### config.mk
export PLATFORM = sky130hd
export DESIGN_NAME = jk_cmd_arbiter
export DESIGN_NICKNAME = d
export VERILOG_FILES = /design/src/rtl/jk_pkg.sv /design/src/rtl/jk_cell.sv /design/src/rtl/jk_cmd_arbiter.sv
export SDC_FILE = /design/constraint.sdc
export NUM_CORES = 1
export LEC_CHECK = 0
export BUFFER_PORTS_ARGS = -buffer_cell sky130_fd_sc_hd__buf_2
export CORE_MARGIN = 5
export CORE_UTILIZATION = 45
export CTS_BUF_LIST = sky130_fd_sc_hd__clkbuf_8
export CTS_CLUSTER_SIZE = 10
export DETAILED_ROUTE_END_ITERATION = 6
export PLACE_DENSITY = 0.76
export RECOVER_POWER = 25
export SETUP_SLACK_MARGIN = 0.05
export SLEW_MARGIN = 10
export SYNTH_ARGS = -nofsm -noshare
export SYNTH_HDL_FRONTEND = slang
export SYNTH_SLANG_ARGS = --single-unit
### constraint.sdc
create_clock -name i_clk -period 1.8 [get_ports i_clk]
set_input_delay 0.36 -clock i_clk [delete_from_list [all_inputs] [get_ports i_clk]]
set_output_delay 0.36 -clock i_clk [all_outputs]
set_load 0.01 [all_outputs]
### src/rtl/jk_pkg.sv
// Shared definitions for the JK command arbiter: op codes, FSM encoding and
// the default command-count width.
package jk_pkg;

   localparam int CNT_W_DEF = 4;

   typedef enum logic [1:0] {
      OP_HOLD   = 2'b00,
      OP_RESET  = 2'b01,
      OP_SET    = 2'b10,
      OP_TOGGLE = 2'b11
   } op_e;

   typedef enum logic [1:0] {
      ST_IDLE = 2'b00,
      ST_EXEC = 2'b01,
      ST_DONE = 2'b10
   } state_e;

endpackage

### src/rtl/jk_cell.sv
// JK storage element: standard JK next-state on every rising edge,
// cleared by the asynchronous active-low reset.
module jk_cell (
   input  logic clk,
   input  logic rst_n,
   input  logic j,
   input  logic k,
   output logic q,
   output logic qn
);

   always_ff @(posedge clk or negedge rst_n) begin
      if (!rst_n) begin
         q <= 1'b0;
      end else begin
         case ({j, k})
            2'b01:   q <= 1'b0;
            2'b10:   q <= 1'b1;
            2'b11:   q <= ~q;
            default: q <= q;
         endcase
      end
   end

   assign qn = ~q;

endmodule

### src/rtl/jk_cmd_arbiter.sv
// Two-requester round-robin arbiter that executes timed JK operations:
// each accepted command drives j/k for cnt cycles, then pulses done.
module jk_cmd_arbiter
   import jk_pkg::*;
#(
   parameter int CNT_W = CNT_W_DEF
) (
   input  logic             i_clk,
   input  logic             i_rst_n,
   input  logic             i_req0_valid,
   output logic             o_req0_ready,
   input  logic [1:0]       i_req0_op,
   input  logic [CNT_W-1:0] i_req0_cnt,
   input  logic             i_req1_valid,
   output logic             o_req1_ready,
   input  logic [1:0]       i_req1_op,
   input  logic [CNT_W-1:0] i_req1_cnt,
   output logic             o_j,
   output logic             o_k,
   output logic             o_q,
   output logic             o_qn,
   output logic             o_busy,
   output logic             o_grant,
   output logic             o_done
);

   state_e           state_reg, state_next;
   op_e              op_reg;
   logic [CNT_W-1:0] cnt_reg;
   logic             grant_reg;
   logic             prio_reg;

   logic             winner;
   logic             accept;
   logic [1:0]       win_op;
   logic [CNT_W-1:0] win_cnt;

   // prio_reg names the requester that wins a tie; a lone requester always wins.
   always_comb begin
      winner = prio_reg;
      if (i_req0_valid && !i_req1_valid) begin
         winner = 1'b0;
      end else if (!i_req0_valid && i_req1_valid) begin
         winner = 1'b1;
      end
      accept  = (state_reg == ST_IDLE) && i_rst_n && (i_req0_valid || i_req1_valid);
      win_op  = winner ? i_req1_op  : i_req0_op;
      win_cnt = winner ? i_req1_cnt : i_req0_cnt;
   end

   assign o_req0_ready = accept && !winner;
   assign o_req1_ready = accept && winner;
   assign o_grant      = grant_reg;

   always_ff @(posedge i_clk or negedge i_rst_n) begin
      if (!i_rst_n) begin
         op_reg    <= OP_HOLD;
         cnt_reg   <= '0;
         grant_reg <= 1'b0;
         prio_reg  <= 1'b0;
      end else if (accept) begin
         op_reg    <= op_e'(win_op);
         cnt_reg   <= (win_cnt == '0) ? CNT_W'(1) : win_cnt;
         grant_reg <= winner;
         prio_reg  <= ~winner;
      end else if (state_reg == ST_EXEC) begin
         cnt_reg <= cnt_reg - CNT_W'(1);
      end
   end

   always_ff @(posedge i_clk or negedge i_rst_n) begin
      if (!i_rst_n) begin
         state_reg <= ST_IDLE;
      end else begin
         state_reg <= state_next;
      end
   end

   always_comb begin
      state_next = state_reg;
      case (state_reg)
         ST_IDLE: if (accept) state_next = ST_EXEC;
         ST_EXEC: if (cnt_reg == CNT_W'(1)) state_next = ST_DONE;
         ST_DONE: state_next = ST_IDLE;
         default: state_next = ST_IDLE;
      endcase
   end

   always_comb begin
      o_j    = 1'b0;
      o_k    = 1'b0;
      o_busy = 1'b0;
      o_done = 1'b0;
      case (state_reg)
         ST_EXEC: begin
            {o_j, o_k} = op_reg;
            o_busy     = 1'b1;
         end
         ST_DONE: begin
            o_busy = 1'b1;
            o_done = 1'b1;
         end
         default: ;
      endcase
   end

   jk_cell u_cell (
      .clk   (i_clk),
      .rst_n (i_rst_n),
      .j     (o_j),
      .k     (o_k),
      .q     (o_q),
      .qn    (o_qn)
   );

endmodule

==> results.toml, run 1 <==
[final_layout]
antenna-diode-count = 0
fin_cells = 124
area_growth_pct = 39.5
nNetsFinal = 132
largest_reg_flops = 4
post-route-util_pct = 65.4
layout-drive-gt1-share_pct = 38.9

[critical_path]
crit_buf_inv = 3
max_stage_delay_ps = 410
worstPathCellList = "inv_2, ha_4, nand2_1, buf_4, nor2_4, buf_6"
endpoint_kind = "output port"
critPathSlowestCell = "dfrtp_1"
crit_type = "reg2out"
cp_data_required_time_ps = 1440
startpoint_type = "flop"
arrival_ps = 1330
cp_max_fo = 4
critPathTopFamily = "flip-flops"

[synth]
syn_inst = 72
async_reset_ff_share_pct = 100
syn_area_um2 = 707
yosysTopAreaCellShare_pct = 38.9
syn-num-nets = 95
synth_cell_type_count = 22
seq_area_frac_synth_pct = 38.9
synth_warnings = 0
synth_area_leaders = "dfrtp_1 (39%), ha_1 (12%), mux2i_1 (8.5%)"
synth_area_leader_cell = "dfrtp_1"
netlist_top_cells_count = "dfrtp_1 (11), nand2_1 (9), ha_1 (7), inv_1 (7)"
synth_flop_cell = "dfrtp_1"
syn_avg_cell_area_um2 = 9.82
yosysMostFrequentCell = "dfrtp_1"
synth_seq_cells = 11
synth_edf_count = 0

[clocking]
cts_tree = "done"
clkSinkCount = 11
clk_path_buf_depth = 2
h-tree-depth = 1
numCtsBuffers = 3
clk-insertion-delay-late_ps = 240
clk_pin_slew_worst_paths_ps = 50
postCtsHoldBufs = 0
root_buffer = "clkbuf_8"

[placement]
place_ws_ps = 96.3
dp_hpwl_mm = 1.34
place_inst = 115
port_buffers = 24
place.gp.congestion = 0.744

[timing]
setup_viol = 0
slew_headroom_pct = 60.7
finalCriticalPeriod_ps = 1690
finalCritPeriodShare_pct = 94.0
tightest_slew_ps = 589
fin_skew_ps = 2.64
worst_slack_ps = 107
hold_viol = 0
finalMaxSlewViolations = 0
timing.fmax_mhz = 591
rsz0062_at_grt = "false"
fin_tns_setup_ps = 0

[hold_path]
worstHoldPathType = "in2async"

[power]
p_leak_nw = 0.510
vdd_drop_max_uv = 1090
total_power_mw = 1.57
power_density_mw_per_mm2 = 1590

[floorplanning]
die_area_mm2 = 0.00246
core_region_area_mm2 = 0.00151
rows = 14
die_h_um = 49.6
start_util_pct = 46.9
ios = 25
dieWidth_um = 49.6

[global_route]
grt_overflow = 0
track_usage_pct = 14.2
grt_pass1_vias = 662
grt_first_pass_wirelength_mm = 2.74
grt_start_max_net_pins = 12
antenna_found_initial = 0

[drt]
wl_per_cell_um = 13.5
ant_nets = 0
drt_iter0_drc = 5
vias_per_cell = 5.19
drc = 0
wirelength_mm = 1.67
vias = 643
first_pass_iters = 5

[run]
maxCapViolations = 0

[outcome]
status = "finished clean"
[final cells by class]
cell class | count | area, um^2
tap | 16 | 20.0
clock buffer | 3 | 41.3
multi-input combinational | 53 | 424
fill | 128 | 520
timing repair buffer | 33 | 195
inverter | 7 | 26.3
clock inverter | 1 | 3.75
sequential | 11 | 275
[layer usage]
layer  track usage, %  share of wire [%]  vias up
met2             23.3                 53       18
met1             16.0                 41      301
met4             4.37               0.54        0
met5                0                  0        -
met3             6.93                5.5        3
li1                 -                  -      321
[what timing repair did]
| action | CTS | global route |
|---|---|---|
| setup endpoints to repair | 2 | 4 |
| setup buffers | 2 | 3 |
| resized for setup | 4 | 4 |
| pin swaps | 0 | 1 |
[through the flow]
stage,hold slack [ps],area [um^2]
after floorplan,64.4,709
after global placement,314,868
after detailed placement,310,868
after CTS,54.0,943
after global routing,284,986
final,213,986
[where the power goes]
group          switching [mW]  internal (mW)  total (mW)
clock network          0.0913          0.150       0.241
logic                   0.428          0.430       0.858
registers              0.0957          0.373       0.469
[path summary, 6_finish.rpt]
kind,start,end,slack (ps),cells past startpoint
setup / recovery,state_reg[0],o_req0_ready,110,6
hold / removal,i_rst_n,u_cell.q,210,2
setup reg to reg,state_reg[0],state_reg[1],140,6
hold reg to reg,op_reg[1],op_reg[1],460,2
max in group asynchronous,i_rst_n,state_reg[1],1200,2
min in group i_clk,i_req0_op[1],op_reg[1],330,3
[cells by family after synthesis]
logic type / Yosys count / synth area share (%)
xor+xnor: 3 / 3.72
mux: 8 / 11.7
compound gates: 13 / 13.6
buf+inv: 8 / 5.31
simple gates: 21 / 12.9
fa+ha+maj: 8 / 13.8
flops: 11 / 38.9
[layout by cell type (no fill, tap or decap), drive strengths merged, types with 3 or more instances in the layout]
cell / Yosys / layout
buf: 1 / 31
dfrtp: 11 / 11
nand2: 9 / 9
inv: 7 / 8
ha: 7 / 7
mux2i: 6 / 6
nor2: 6 / 6
clkbuf: 0 / 5
o21ai: 3 / 3
xnor2: 3 / 3
a32oi: 3 / 3
(Power assumes the default switching activity.)
==> run 2, diff against run 1 <==
--- a/config.mk
+++ b/config.mk
@@ -12,7 +12,6 @@
 export CTS_CLUSTER_SIZE = 10
 export DETAILED_ROUTE_END_ITERATION = 6
 export PLACE_DENSITY = 0.76
-export RECOVER_POWER = 25
 export SETUP_SLACK_MARGIN = 0.05
 export SLEW_MARGIN = 10
 export SYNTH_ARGS = -nofsm -noshare
==> results.toml, run 2 (synthesis results as in run 1) <==
[clocking]
clk-insertion-delay-late_ps = 240
numCtsBuffers = 3
clkSinkCount = 11
clk_pin_slew_worst_paths_ps = 50
clk_path_buf_depth = 2
h-tree-depth = 1
cts_tree = "done"
root_buffer = "clkbuf_8"

[placement]
place_ws_ps = 96.3
port_buffers = 24
place.gp.congestion = 0.744
dp_hpwl_mm = 1.34

[hold_path]
worstHoldPathType = "in2async"

[critical_path]
worstRegToRegCells = 6
worstPathCellList = "inv_2, ha_4, nand2_1, buf_4, nor2_4, buf_6"
critPathSlowestCell = "dfrtp_1"
cp_max_fo = 4
crit_type = "reg2out"
r2r_end = "state_reg[1]"
endpoint_kind = "output port"
cp_data_required_time_ps = 1440
rrSetupSlack_ps = 150
max_stage_delay_ps = 410
r2r-start = "state_reg[0]"
startpoint_type = "flop"
arrival_ps = 1330

[final_layout]
antenna-diode-count = 0
final_cell_mix = "buf_2 (22), dfrtp_1 (11), nand2_1 (9), buf_4 (9)"
multi_input_area_um2 = 424
final_common_cell = "buf_2"
regArea_um2 = 275
area_growth_pct = 40.2
largest_reg_flops = 4
num-fill-cells = 127
nNetsFinal = 132
layout-drive-gt1-share_pct = 40.7

[power]
vdd_drop_max_uv = 1090
p_leak_nw = 0.517
power_density_mw_per_mm2 = 1580

[floorplanning]
start_util_pct = 46.9
core_region_area_mm2 = 0.00151
dieWidth_um = 49.6
ios = 25
die_h_um = 49.6
die_area_mm2 = 0.00246
rows = 14

[timing]
setup_viol = 0
fin_skew_ps = 2.71
fin_tns_setup_ps = 0
worst_slack_ps = 109
tightest_slew_ps = 425
slew_headroom_pct = 71.4
rsz0062_at_grt = "false"
hold_viol = 0
finalCritPeriodShare_pct = 94.0
finalMaxSlewViolations = 0
finalCriticalPeriod_ps = 1690
timing.fmax_mhz = 591

[drt]
drc = 0
drt_iter0_drc = 5
wirelength_mm = 1.67
vias = 643
ant_nets = 0
wl_per_cell_um = 13.5
vias_per_cell = 5.19
first_pass_iters = 5

[run]
maxCapViolations = 0

[global_route]
grt_pass1_vias = 662
track_usage_pct = 14.2
antenna_found_initial = 0
grt_first_pass_wirelength_mm = 2.74
grt_overflow = 0
grt_start_max_net_pins = 12

[outcome]
status = "finished clean"
[run 2: cell count changes in the layout (fill, tap and decap cells not counted), sizes merged]
cell / before / now
buf: 31 / 33
clkbuf: 5 / 3
[run 2: cell type report]
| type | count | share of cell area, % |
|---|---|---|
| inverters | 7 | 2.65 |
| flip-flops and latches | 11 | 27.8 |
| multi-input cells | 53 | 42.8 |
| repair buffers | 33 | 20.2 |
| clock buffers | 3 | 4.17 |
| clock inverters | 1 | 0.379 |
| well taps | 16 | 2.02 |
[run 2: per-layer routing]
metal | track usage [%] | part of all wire, %
met1 | 16.0 | 41
met2 | 23.3 | 53
met3 | 6.93 | 5.5
met4 | 4.37 | 0.54
met5 | 0 | 0
[run 2: worst max-delay path by stage]
| stage | startpoint | slack (ps) | endpoint |
|---|---|---|---|
| 3_5_place_dp | state_reg[0] | 100 | state_reg[1] |
| 3_3_place_gp | state_reg[0] | 170 | state_reg[1] |
| 6_report | state_reg[0] | 110 | o_req0_ready |
| 4_1_cts | state_reg[0] | 60 | o_req1_ready |
| 2_1_floorplan | state_reg[0] | 50 | state_reg[0] |
| 5_1_grt | state_reg[0] | 20 | o_req0_ready |
[run 2: through the flow]
stage,hold WS [ps],instance area [um^2],power [mW],cells,utilization (%)
2_1_floorplan,64.4,709,0.977,72,-
6_report,47.4,991,1.57,124,65.8
5_1_grt,59.9,991,1.71,124,65.8
4_1_cts,54.0,943,1.50,121,62.6
3_5_place_dp,310,868,1.20,115,57.6
3_3_place_gp,314,868,1.16,115,57.6
[run 2: timing repair]
item	CTS	global route
resized for setup	4	4
setup buffers	2	3
setup endpoints to repair	2	4
cloned	0	0
pin swaps	0	1
hold buffers	0	0
[run 2: report_power, final]
group / total [mW] / switching [mW] / internal [mW]
Clock: 0.241 / 0.0914 / 0.150
Combinational: 0.859 / 0.428 / 0.431
Sequential: 0.469 / 0.0957 / 0.373
[run 2: worst max-delay path, delay by kind of cell, from the launching register on]
family | cells | cell delay (ps)
adders and majority gates | 1 | 140
buffers and inverters | 3 | 370
DFF | 1 | 410
and+or+nand+nor | 2 | 180
